[src/rtl/cave_pkg.sv]
// Shared types and constants for the cave-flyer game blocks.
// The optional pause feature is enabled by defining CAVE_PAUSE_EN.
package cave_pkg;

  localparam int SCORE_W = 16;

  typedef enum logic [2:0] {
    IDLE   = 3'd0,
    READY  = 3'd1,
    PLAY   = 3'd2,
    PAUSED = 3'd3,
    CRASH  = 3'd4,
    OVER   = 3'd5
  } game_state_t;

  // RGB colour codes shared with the drawing blocks
  localparam logic [2:0] BLACK = 3'b000;
  localparam logic [2:0] GREEN = 3'b010;
  localparam logic [2:0] RED   = 3'b100;
  localparam logic [2:0] WHITE = 3'b111;

  // Tick period for a level; the difference is signed so an underflow also clamps to the floor
  function automatic logic [31:0] calc_period(input logic [31:0] base,
                                              input logic [31:0] min_d,
                                              input logic [31:0] weight,
                                              input logic [15:0] level);
    logic [32:0]        prod;
    logic signed [32:0] diff;
    prod = {1'b0, weight} * {17'd0, level};
    diff = $signed({1'b0, base}) - $signed(prod);
    if (diff < $signed({1'b0, min_d})) return min_d;
    return diff[31:0];
  endfunction

endpackage

[src/rtl/cave_tick_gen.sv]
// Programmable-period strobe: counts 0..period-1 while enabled and pulses on the wrap cycle.
// A new period is latched only at a clear or a wrap, so a running count is never cut short.
module cave_tick_gen (
  input  logic        clk,
  input  logic        reset,
  input  logic        i_en,
  input  logic        i_clr,
  input  logic [31:0] i_period,
  output logic        o_tick
);

  logic [31:0] r_cnt;
  logic [31:0] r_cur;
  logic        w_wrap;

  assign w_wrap = (r_cnt >= r_cur - 32'd1);
  assign o_tick = i_en & w_wrap;

  always_ff @(posedge clk) begin
    if (reset || i_clr) begin
      r_cnt <= 32'd0;
      r_cur <= i_period;
    end else if (i_en) begin
      if (w_wrap) begin
        r_cnt <= 32'd0;
        r_cur <= i_period;
      end else begin
        r_cnt <= r_cnt + 32'd1;
      end
    end
  end

endmodule

[src/rtl/cave_game_ctrl.sv]
// Cave-flyer game sequencer: FSM, scroll-rate scheduling, score and high score.
// Defining CAVE_PAUSE_EN adds the pause input and the PAUSED state.
module cave_game_ctrl
  import cave_pkg::*;
#(
  parameter int unsigned BASE_DELAY   = 4000000,
  parameter int unsigned MIN_DELAY    = 500000,
  parameter int unsigned WEIGHT       = 50000,
  parameter int unsigned LEVEL_SHIFT  = 4,
  parameter int unsigned TICKS_PER_PT = 8,
  parameter int unsigned CRASH_FRAMES = 60,
  parameter int unsigned SCORE_MAX    = 9999
) (
  input  logic               clk,
  input  logic               reset,
  input  logic               start,
  input  logic               collide,
  input  logic               frame_start,
`ifdef CAVE_PAUSE_EN
  input  logic               pause,
`endif
  output logic               bound_clr,
  output logic               shift_tick,
  output logic [2:0]         state_o,
  output logic               gameover,
  output logic [SCORE_W-1:0] score,
  output logic [SCORE_W-1:0] hi_score
);

  localparam logic [2:0] S_IDLE   = IDLE;
  localparam logic [2:0] S_READY  = READY;
  localparam logic [2:0] S_PLAY   = PLAY;
  localparam logic [2:0] S_CRASH  = CRASH;
  localparam logic [2:0] S_OVER   = OVER;
`ifdef CAVE_PAUSE_EN
  localparam logic [2:0] S_PAUSED = PAUSED;
`endif

  logic [2:0]         r_state;
  logic [2:0]         w_state_next;
  logic               r_start_q;
  logic [SCORE_W-1:0] r_score;
  logic [SCORE_W-1:0] r_hi;
  logic [SCORE_W-1:0] w_score_next;
  logic [15:0]        r_pt_cnt;
  logic [15:0]        r_frames;
  logic [31:0]        r_period;
  logic [31:0]        w_tick_period;
  logic               w_start_rise;
  logic               w_run;
  logic               w_tick;
  logic               w_point;
  logic               w_crash_entry;

  // History resets high so a button held through reset does not start a game
  assign w_start_rise = start & ~r_start_q;

`ifdef CAVE_PAUSE_EN
  assign w_run = (r_state == S_PLAY) && !pause;
`else
  assign w_run = (r_state == S_PLAY);
`endif

  // READY reloads the base period directly since r_period only settles one cycle later
  assign w_tick_period = (r_state == S_READY) ? 32'(BASE_DELAY) : r_period;

  cave_tick_gen u_tick (
    .clk      (clk),
    .reset    (reset),
    .i_en     (w_run),
    .i_clr    (r_state == S_READY),
    .i_period (w_tick_period),
    .o_tick   (w_tick)
  );

  assign w_point       = w_tick && (r_pt_cnt == 16'(TICKS_PER_PT - 1));
  assign w_crash_entry = (r_state == S_PLAY) && (w_state_next == S_CRASH);

  always_comb begin
    w_state_next = r_state;
    case (r_state)
      S_IDLE:   if (w_start_rise) w_state_next = S_READY;
      S_READY:  w_state_next = S_PLAY;
      S_PLAY: begin
`ifdef CAVE_PAUSE_EN
        if (pause)        w_state_next = S_PAUSED;
        else if (collide) w_state_next = S_CRASH;
`else
        if (collide)      w_state_next = S_CRASH;
`endif
      end
`ifdef CAVE_PAUSE_EN
      S_PAUSED: if (!pause) w_state_next = S_PLAY;
`endif
      S_CRASH:  if (frame_start && (r_frames == 16'(CRASH_FRAMES - 1))) w_state_next = S_OVER;
      S_OVER:   if (w_start_rise) w_state_next = S_READY;
      default:  w_state_next = S_IDLE;
    endcase
  end

  // A point earned on the collision cycle still counts, including toward the high score
  always_comb begin
    w_score_next = r_score;
    if (r_state == S_READY)
      w_score_next = '0;
    else if (w_point && (r_score < SCORE_W'(SCORE_MAX)))
      w_score_next = r_score + 1'b1;
  end

  always_ff @(posedge clk) begin
    if (reset) begin
      r_state   <= S_IDLE;
      r_start_q <= 1'b1;
      r_score   <= '0;
      r_hi      <= '0;
      r_pt_cnt  <= '0;
      r_frames  <= '0;
      r_period  <= 32'(BASE_DELAY);
    end else begin
      r_state   <= w_state_next;
      r_start_q <= start;
      r_score   <= w_score_next;
      if (w_crash_entry && (w_score_next > r_hi))
        r_hi <= w_score_next;
      if (r_state == S_READY)
        r_pt_cnt <= '0;
      else if (w_tick)
        r_pt_cnt <= w_point ? 16'd0 : r_pt_cnt + 16'd1;
      if (r_state != S_CRASH)
        r_frames <= '0;
      else if (frame_start)
        r_frames <= r_frames + 16'd1;
      if (r_state == S_READY)
        r_period <= 32'(BASE_DELAY);
      else
        r_period <= calc_period(32'(BASE_DELAY), 32'(MIN_DELAY), 32'(WEIGHT),
                                r_score >> LEVEL_SHIFT);
    end
  end

  assign bound_clr  = (r_state == S_READY);
  assign shift_tick = w_tick;
  assign state_o    = r_state;
  assign gameover   = (r_state == S_CRASH) || (r_state == S_OVER);
  assign score      = r_score;
  assign hi_score   = r_hi;

endmodule

[config.mk]
export PLATFORM = sky130hd
export DESIGN_NAME = cave_game_ctrl
export DESIGN_NICKNAME = d
export VERILOG_FILES = /design/src/rtl/cave_pkg.sv /design/src/rtl/cave_tick_gen.sv /design/src/rtl/cave_game_ctrl.sv
export SDC_FILE = /design/constraint.sdc
export NUM_CORES = 1
export LEC_CHECK = 0
export CAP_MARGIN = 20
export CORE_MARGIN = 2
export CORE_UTILIZATION = 55
export DETAILED_ROUTE_END_ITERATION = 7
export PLACE_DENSITY = 0.73
export SLEW_MARGIN = 20
export SYNTH_ARGS = -nofsm -noshare
export SYNTH_HDL_FRONTEND = slang
export SYNTH_SLANG_ARGS = --single-unit
[constraint.sdc]
create_clock -name clk -period 7.25 [get_ports clk]
set_clock_uncertainty 0.2 [all_clocks]
set_input_delay 0.725 -clock clk [delete_from_list [all_inputs] [get_ports clk]]
set_output_delay 0.725 -clock clk [all_outputs]
set_load 0.005 [all_outputs]
==> flow_summary.json, run 1 <==
{
  "status": "completed",
  "clk_pin_slew_ps": 70,
  "r2r.worst_path.cells": 28,
  "reg2reg_slack_ps": 420,
  "cp.required_ps": 7390,
  "io_pins": 43,
  "r2r_end": "hi_score[1]",
  "h-tree-depth": 4,
  "dp_cells": 1493,
  "finalSetupTns_ps": 0,
  "hold_class": "reg -> reg",
  "synth-xor-area-share_pct": 10.39,
  "grt_pass1_vias": 7852,
  "slew_violations": 0,
  "ir_worst_vdd_mv": 0.1386,
  "clock_latency_ps": 430,
  "coreArea_sq_um": 19330,
  "place_congestion": 0.8745,
  "synth_area_sq_um": 10800,
  "io_buffers": 42,
  "cts_tree": "yes",
  "min_period_ps": 6826,
  "cp.buffers_inverters": 1,
  "setup_slack_ps": 424.5,
  "final_cell_mix": "nor2_1 (147), ha_1 (135), dfxtp_1 (125), inv_1 (114), xnor2_1 (70)",
  "crit_type": "reg -> reg",
  "netlist_instances": 1217,
  "dieArea_sq_um": 20770,
  "async_flop_share_pct": 0,
  "ant_nets": 0,
  "fin_crit_sh_pct": 94.15,
  "final_common_cell": "nor2_1",
  "timing.slew.headroom_pct": 35.48,
  "synth_warnings": 0,
  "drt-initial-drc-count": 432,
  "drive_gt1_share_pct": 6.667,
  "ys_ff_latch": 150,
  "setup_viol": 0,
  "yosys.area_share.simple_pct": 20.79,
  "wl_per_cell_microns": 15.11,
  "antenna_found_initial": 0,
  "fin_util_pct": 62.27,
  "synth_compound_area_share_pct": 11.99,
  "grt_start_max_net_pins": 57,
  "grtUsageTotal_pct": 22.41,
  "syn_avg_cell_area_sq_um": 8.875,
  "vias_per_cell": 5.550,
  "synth_edf_count": 25,
  "cpMostUsedCell": "o21a_1",
  "cts_setup_buffers": 0,
  "crit_start": "u_tick.r_cur[7]",
  "cp.depth": 28,
  "end_kind": "register",
  "die_width_microns": 144.1,
  "worst_pin_slew_ps": 957.7,
  "synth_top_family_by_area": "adder cells",
  "synth_mux_area_share_pct": 0.3707,
  "syn2layout_area_growth_pct": 11.48,
  "fp-row-count": 51,
  "wl_microns": 23040,
  "n_fill_cell": 1676,
  "critPathMaxStageDelay_ps": 440,
  "route.detailed.drc": 0,
  "vias": 8464,
  "cts.sinks": 150,
  "final_nets": 1415,
  "clock.fmax_mhz": 146.5,
  "diodes": 0,
  "postCtsHoldBufs": 0,
  "crit_end": "hi_score[1]",
  "cts_root_buf": "clkbuf_16",
  "cpMaxStageDelayCell": "or2_2",
  "die_h_microns": 144.1,
  "ctsResizeCount": 0,
  "synthAdderAreaFrac_pct": 20.83,
  "worstPathArrival_ps": 6960,
  "layout.cells.non_filler": 1525,
  "ys.flop_type": "dfxtp_1",
  "critPathMaxFanout": 15,
  "first_pass_iters": 5,
  "cts_buffer_depth": 2,
  "p_leak_nw": 5.192,
  "power_density_nw_per_um2": 147.0,
  "dp_slack_ps": 529.5,
  "design_area_sq_um": 12040,
  "hold_viol": 0,
  "start_util_pct": 55.86,
  "cpLargestDelayFamily": "compound AO/OA/AOI/OAI gates",
  "dp_hpwl_microns": 17340,
  "synth.distinct_cells": 78,
  "cts_buffers": 17,
  "yosysSeqAreaShare_pct": 30.12,
  "grt_pass1_wl_microns": 37290,
  "r2r_start": "u_tick.r_cur[7]",
  "placed_area_sq_um": 11440,
  "max_cap_violations": 0,
  "gr-total-overflow": 0,
  "start_kind": "register"
}
==> power by group <==
part	total [mW]	leakage [nW]	switching, mW	internal (mW)
logic	0.0433	3.67	0.0288	0.0146
clock network	0.868	0.280	0.388	0.480
registers	0.859	1.24	0.00593	0.853
==> synthesized netlist by cell type, drive strengths merged, types with 6 or more instances <==
cell type,n,area (sq um)
buf,8,46.30
xor2,55,481.7
nor2,148,555.5
nand2,63,236.5
a21oi,44,235.2
or3,11,68.82
dfxtp,125,2502
or2,17,108.9
nor3,31,160.1
a21o,19,142.6
o21a,10,75.07
o2111ai,6,76.32
fa,28,560.5
edfxtp,25,750.7
o211ai,11,97.60
o22ai,16,100.1
a211oi,6,50.05
nor2b,29,181.4
nand3,31,155.2
nor3b,6,60.06
o21ai,33,172.7
and3,13,81.33
xnor2,71,640.6
clkbuf,31,116.4
ha,135,1689
nor4,29,215.2
nand2b,13,81.33
nand4,27,168.9
inv,114,427.9
==> area by class of cell <==
cell class	count	area (sq um)	share of cell area [%]
Clock buffer	20	467.9	3.887
Clock inverter	12	111.4	0.9249
Inverter	114	427.9	3.554
Multi-Input combinational cell	917	6990	58.06
Sequential cell	150	3253	27.02
Tap cell	265	331.6	2.754
Timing Repair Buffer	47	457.9	3.803
==> stage by stage <==
stage	power (mW)	hold slack (ps)
after CTS	1.784	284.2
after global placement	0.9196	272.0
after global routing	1.821	300.2
after detailed placement	0.9205	276.3
after floorplan	0.9072	262.5
final	1.770	286.3
==> how the worst min path moves through the flow <==
stage                                from                to  slack (ps)  cells after the start
after floorplan           u_tick.r_cnt[1]   u_tick.r_cnt[1]         260                      2
after global placement        r_period[8]   u_tick.r_cur[8]         270                      1
after detailed placement     r_period[19]  u_tick.r_cur[19]         280                      1
after CTS                    r_period[21]  u_tick.r_cur[21]         280                      1
after global routing          r_period[8]   u_tick.r_cur[8]         300                      1
final                        r_period[21]  u_tick.r_cur[21]         290                      1
==> metal layers <==
metal / share of wire [%] / track usage [%]
met2: 47 / 36.82
met1: 48 / 29.91
met3: 3.6 / 4.371
met5: 0 / 0
met4: 1.5 / 7.103
==> state kept, by name, indices dropped and copies added (netlist names) <==
signal	count
u_tick.r_cnt	32
r_period	25
u_tick.r_cur	25
hi_score	16
r_frames	16
r_pt_cnt	16
score	16
state_o	3
r_start_q	1
==> logic make-up (layout without fill, tap and decap cells) <==
| logic type | count (synthesis) | after routing |
|---|---|---|
| AND/OR/NAND/NOR | 439 | 439 |
| buffers and inverters | 153 | 193 |
| AO/OA/AOI/OAI | 181 | 181 |
| multiplexers | 4 | 4 |
| XOR/XNOR | 126 | 126 |
| adder cells (fa/ha/maj) | 163 | 163 |
| other | 1 | 4 |
| flip-flops | 150 | 150 |
Note: power is estimated with default switching activity, not from simulation.
==> run 2, diff against run 1 <==
Clock period 7.25 ns to 8.6 ns, I/O delays scaled along.
==> flow_summary.json, run 2 (synthesis results as in run 1) <==
{
  "status": "completed",
  "critPathMaxFanout": 15,
  "worst_pin_slew_ps": 1018,
  "final_cell_mix": "nor2_1 (147), ha_1 (135), dfxtp_1 (125), inv_1 (114), xnor2_1 (70)",
  "fin_util_pct": 62.35,
  "antenna_found_initial": 0,
  "final_nets": 1414,
  "grt_pass1_wl_microns": 36810,
  "ir_worst_vdd_mv": 0.1619,
  "start_util_pct": 55.86,
  "grtUsageTotal_pct": 22.02,
  "io_buffers": 42,
  "die_h_microns": 144.1,
  "r2r_start": "u_tick.r_cur[7]",
  "r2r_end": "hi_score[6]",
  "r2r.worst_path.cells": 24,
  "worstPathArrival_ps": 6870,
  "grt_pass1_vias": 7740,
  "reg_top3": "u_tick.r_cnt x32, r_period x25, u_tick.r_cur x25",
  "ant_nets": 0,
  "vias": 8305,
  "layout.cells.non_filler": 1524,
  "placed_area_sq_um": 11440,
  "max_cap_violations": 0,
  "clock.fmax_mhz": 147.5,
  "coreArea_sq_um": 19330,
  "n_fill_cell": 1595,
  "postCtsHoldBufs": 0,
  "diodes": 0,
  "crit_start": "u_tick.r_cur[7]",
  "cts_tree": "yes",
  "cts_buffers": 17,
  "fp-row-count": 51,
  "power_density_nw_per_um2": 127.4,
  "io_pins": 43,
  "dp_hpwl_microns": 16800,
  "cts_buffer_depth": 2,
  "p_leak_nw": 5.202,
  "crit_type": "reg -> reg",
  "final_common_cell": "nor2_1",
  "p_clk_share_pct": 50.5,
  "clock_latency_ps": 430,
  "grt_setup_unrepaired": "no",
  "place_congestion": 0.8364,
  "p_int_mw": 1.170,
  "drt-initial-drc-count": 401,
  "fin_crit_sh_pct": 78.85,
  "power_frac_comb_pct": 2.3,
  "seqPwrFrac_pct": 47.2,
  "route.detailed.drc": 0,
  "setup_viol": 0,
  "start_kind": "register",
  "power_switching_mw": 0.3658,
  "swShare_pct": 23.82,
  "min_period_ps": 6781,
  "cts_root_buf": "clkbuf_16",
  "slew_violations": 0,
  "timing.slew.headroom_pct": 31.67,
  "grt_start_max_net_pins": 57,
  "wl_per_cell_microns": 14.60,
  "clk_pin_slew_ps": 70,
  "wl_microns": 22250,
  "gr-total-overflow": 0,
  "ctsResizeCount": 0,
  "crit_end": "hi_score[6]",
  "syn2layout_area_growth_pct": 11.62,
  "die_width_microns": 144.1,
  "reg2reg_slack_ps": 1820,
  "dp_cells": 1492,
  "h-tree-depth": 4,
  "cts_setup_buffers": 0,
  "end_kind": "register",
  "hold_class": "reg -> reg",
  "design_area_sq_um": 12060,
  "cp.required_ps": 8690,
  "hold_viol": 0,
  "first_pass_iters": 5,
  "cts.sinks": 150,
  "p_total_mw": 1.535,
  "min_from": "r_period[11]",
  "drive_gt1_share_pct": 6.434,
  "finalSetupTns_ps": 0,
  "largest_reg_flops": 32,
  "dieArea_sq_um": 20770,
  "vias_per_cell": 5.449,
  "regMostFlops": "u_tick.r_cnt"
}
-- run 2: cell types whose count changed in the layout (fill, tap and decap cells not counted), sizes merged --
cell,previous run,this run
buf,5,4
clkinv,3,1
bufinv,0,1
clkbuf,20,19
inv,121,123
-- run 2: metrics by stage --
step,setup WS (ps),hold WS (ps)
after floorplan,2423,262.5
after global placement,2046,269.8
after detailed placement,1916,272.4
after CTS,1785,287.6
after global routing,1376,303.0
final,1819,286.1
-- run 2: worst max-delay path, cell delays in order, from the launching register on --
cell and delay (ps):
edfxtp_1 420, nor3_1 270, nand3_1 150, nor3_1 350, nand3b_1 240, nor2_1 320
nand3b_1 150, xor2_1 170, ha_1 300, nand4_1 130, nor3_1 260, o21a_1 160
a311oi_1 40, o21ai_0 290, o2111ai_1 440, or4_1 630, xnor2_1 260, nor2_1 80
ha_1 290, nand4_1 60, or2_2 300, o311a_1 350, o21a_1 140, nand2_1 440
o22ai_1 170
-- run 2: how the worst min path moves through the flow --
stage	cells past startpoint	slack [ps]	to
6_report	1	290	u_tick.r_cur[11]
5_1_grt	1	300	u_tick.r_cur[8]
4_1_cts	1	290	u_tick.r_cur[11]
3_5_place_dp	1	270	u_tick.r_cur[20]
3_3_place_gp	1	270	u_tick.r_cur[8]
2_1_floorplan	2	260	u_tick.r_cnt[1]
-- run 2: power by group through the flow --
stage / sequential, mW / combinational [mW] / clock [mW]
4_1_cts: 0.724 / 0.0357 / 0.790
5_1_grt: 0.725 / 0.0400 / 0.816
2_1_floorplan: 0.739 / 0.0260 / 0
6_report: 0.724 / 0.0355 / 0.776
3_5_place_dp: 0.740 / 0.0354 / 0
3_3_place_gp: 0.740 / 0.0349 / 0
-- run 2: cell type report --
| type | instances | area (sq um) | area share [%] |
|---|---|---|---|
| Inverter | 114 | 427.9 | 3.550 |
| Sequential cell | 150 | 3253 | 26.98 |
| Timing Repair Buffer | 46 | 450.4 | 3.736 |
| Clock inverter | 13 | 150.1 | 1.245 |
| Multi-Input combinational cell | 917 | 6978 | 57.88 |
| Clock buffer | 19 | 464.2 | 3.851 |
| Tap cell | 265 | 331.6 | 2.750 |
-- run 2: layer usage --
| metal | GRT usage [%] | part of all wire (%) |
|---|---|---|
| met1 | 29.43 | 48 |
| met2 | 36.64 | 47 |
| met3 | 4.205 | 3.4 |
| met4 | 5.927 | 1.2 |
| met5 | 0 | 0 |
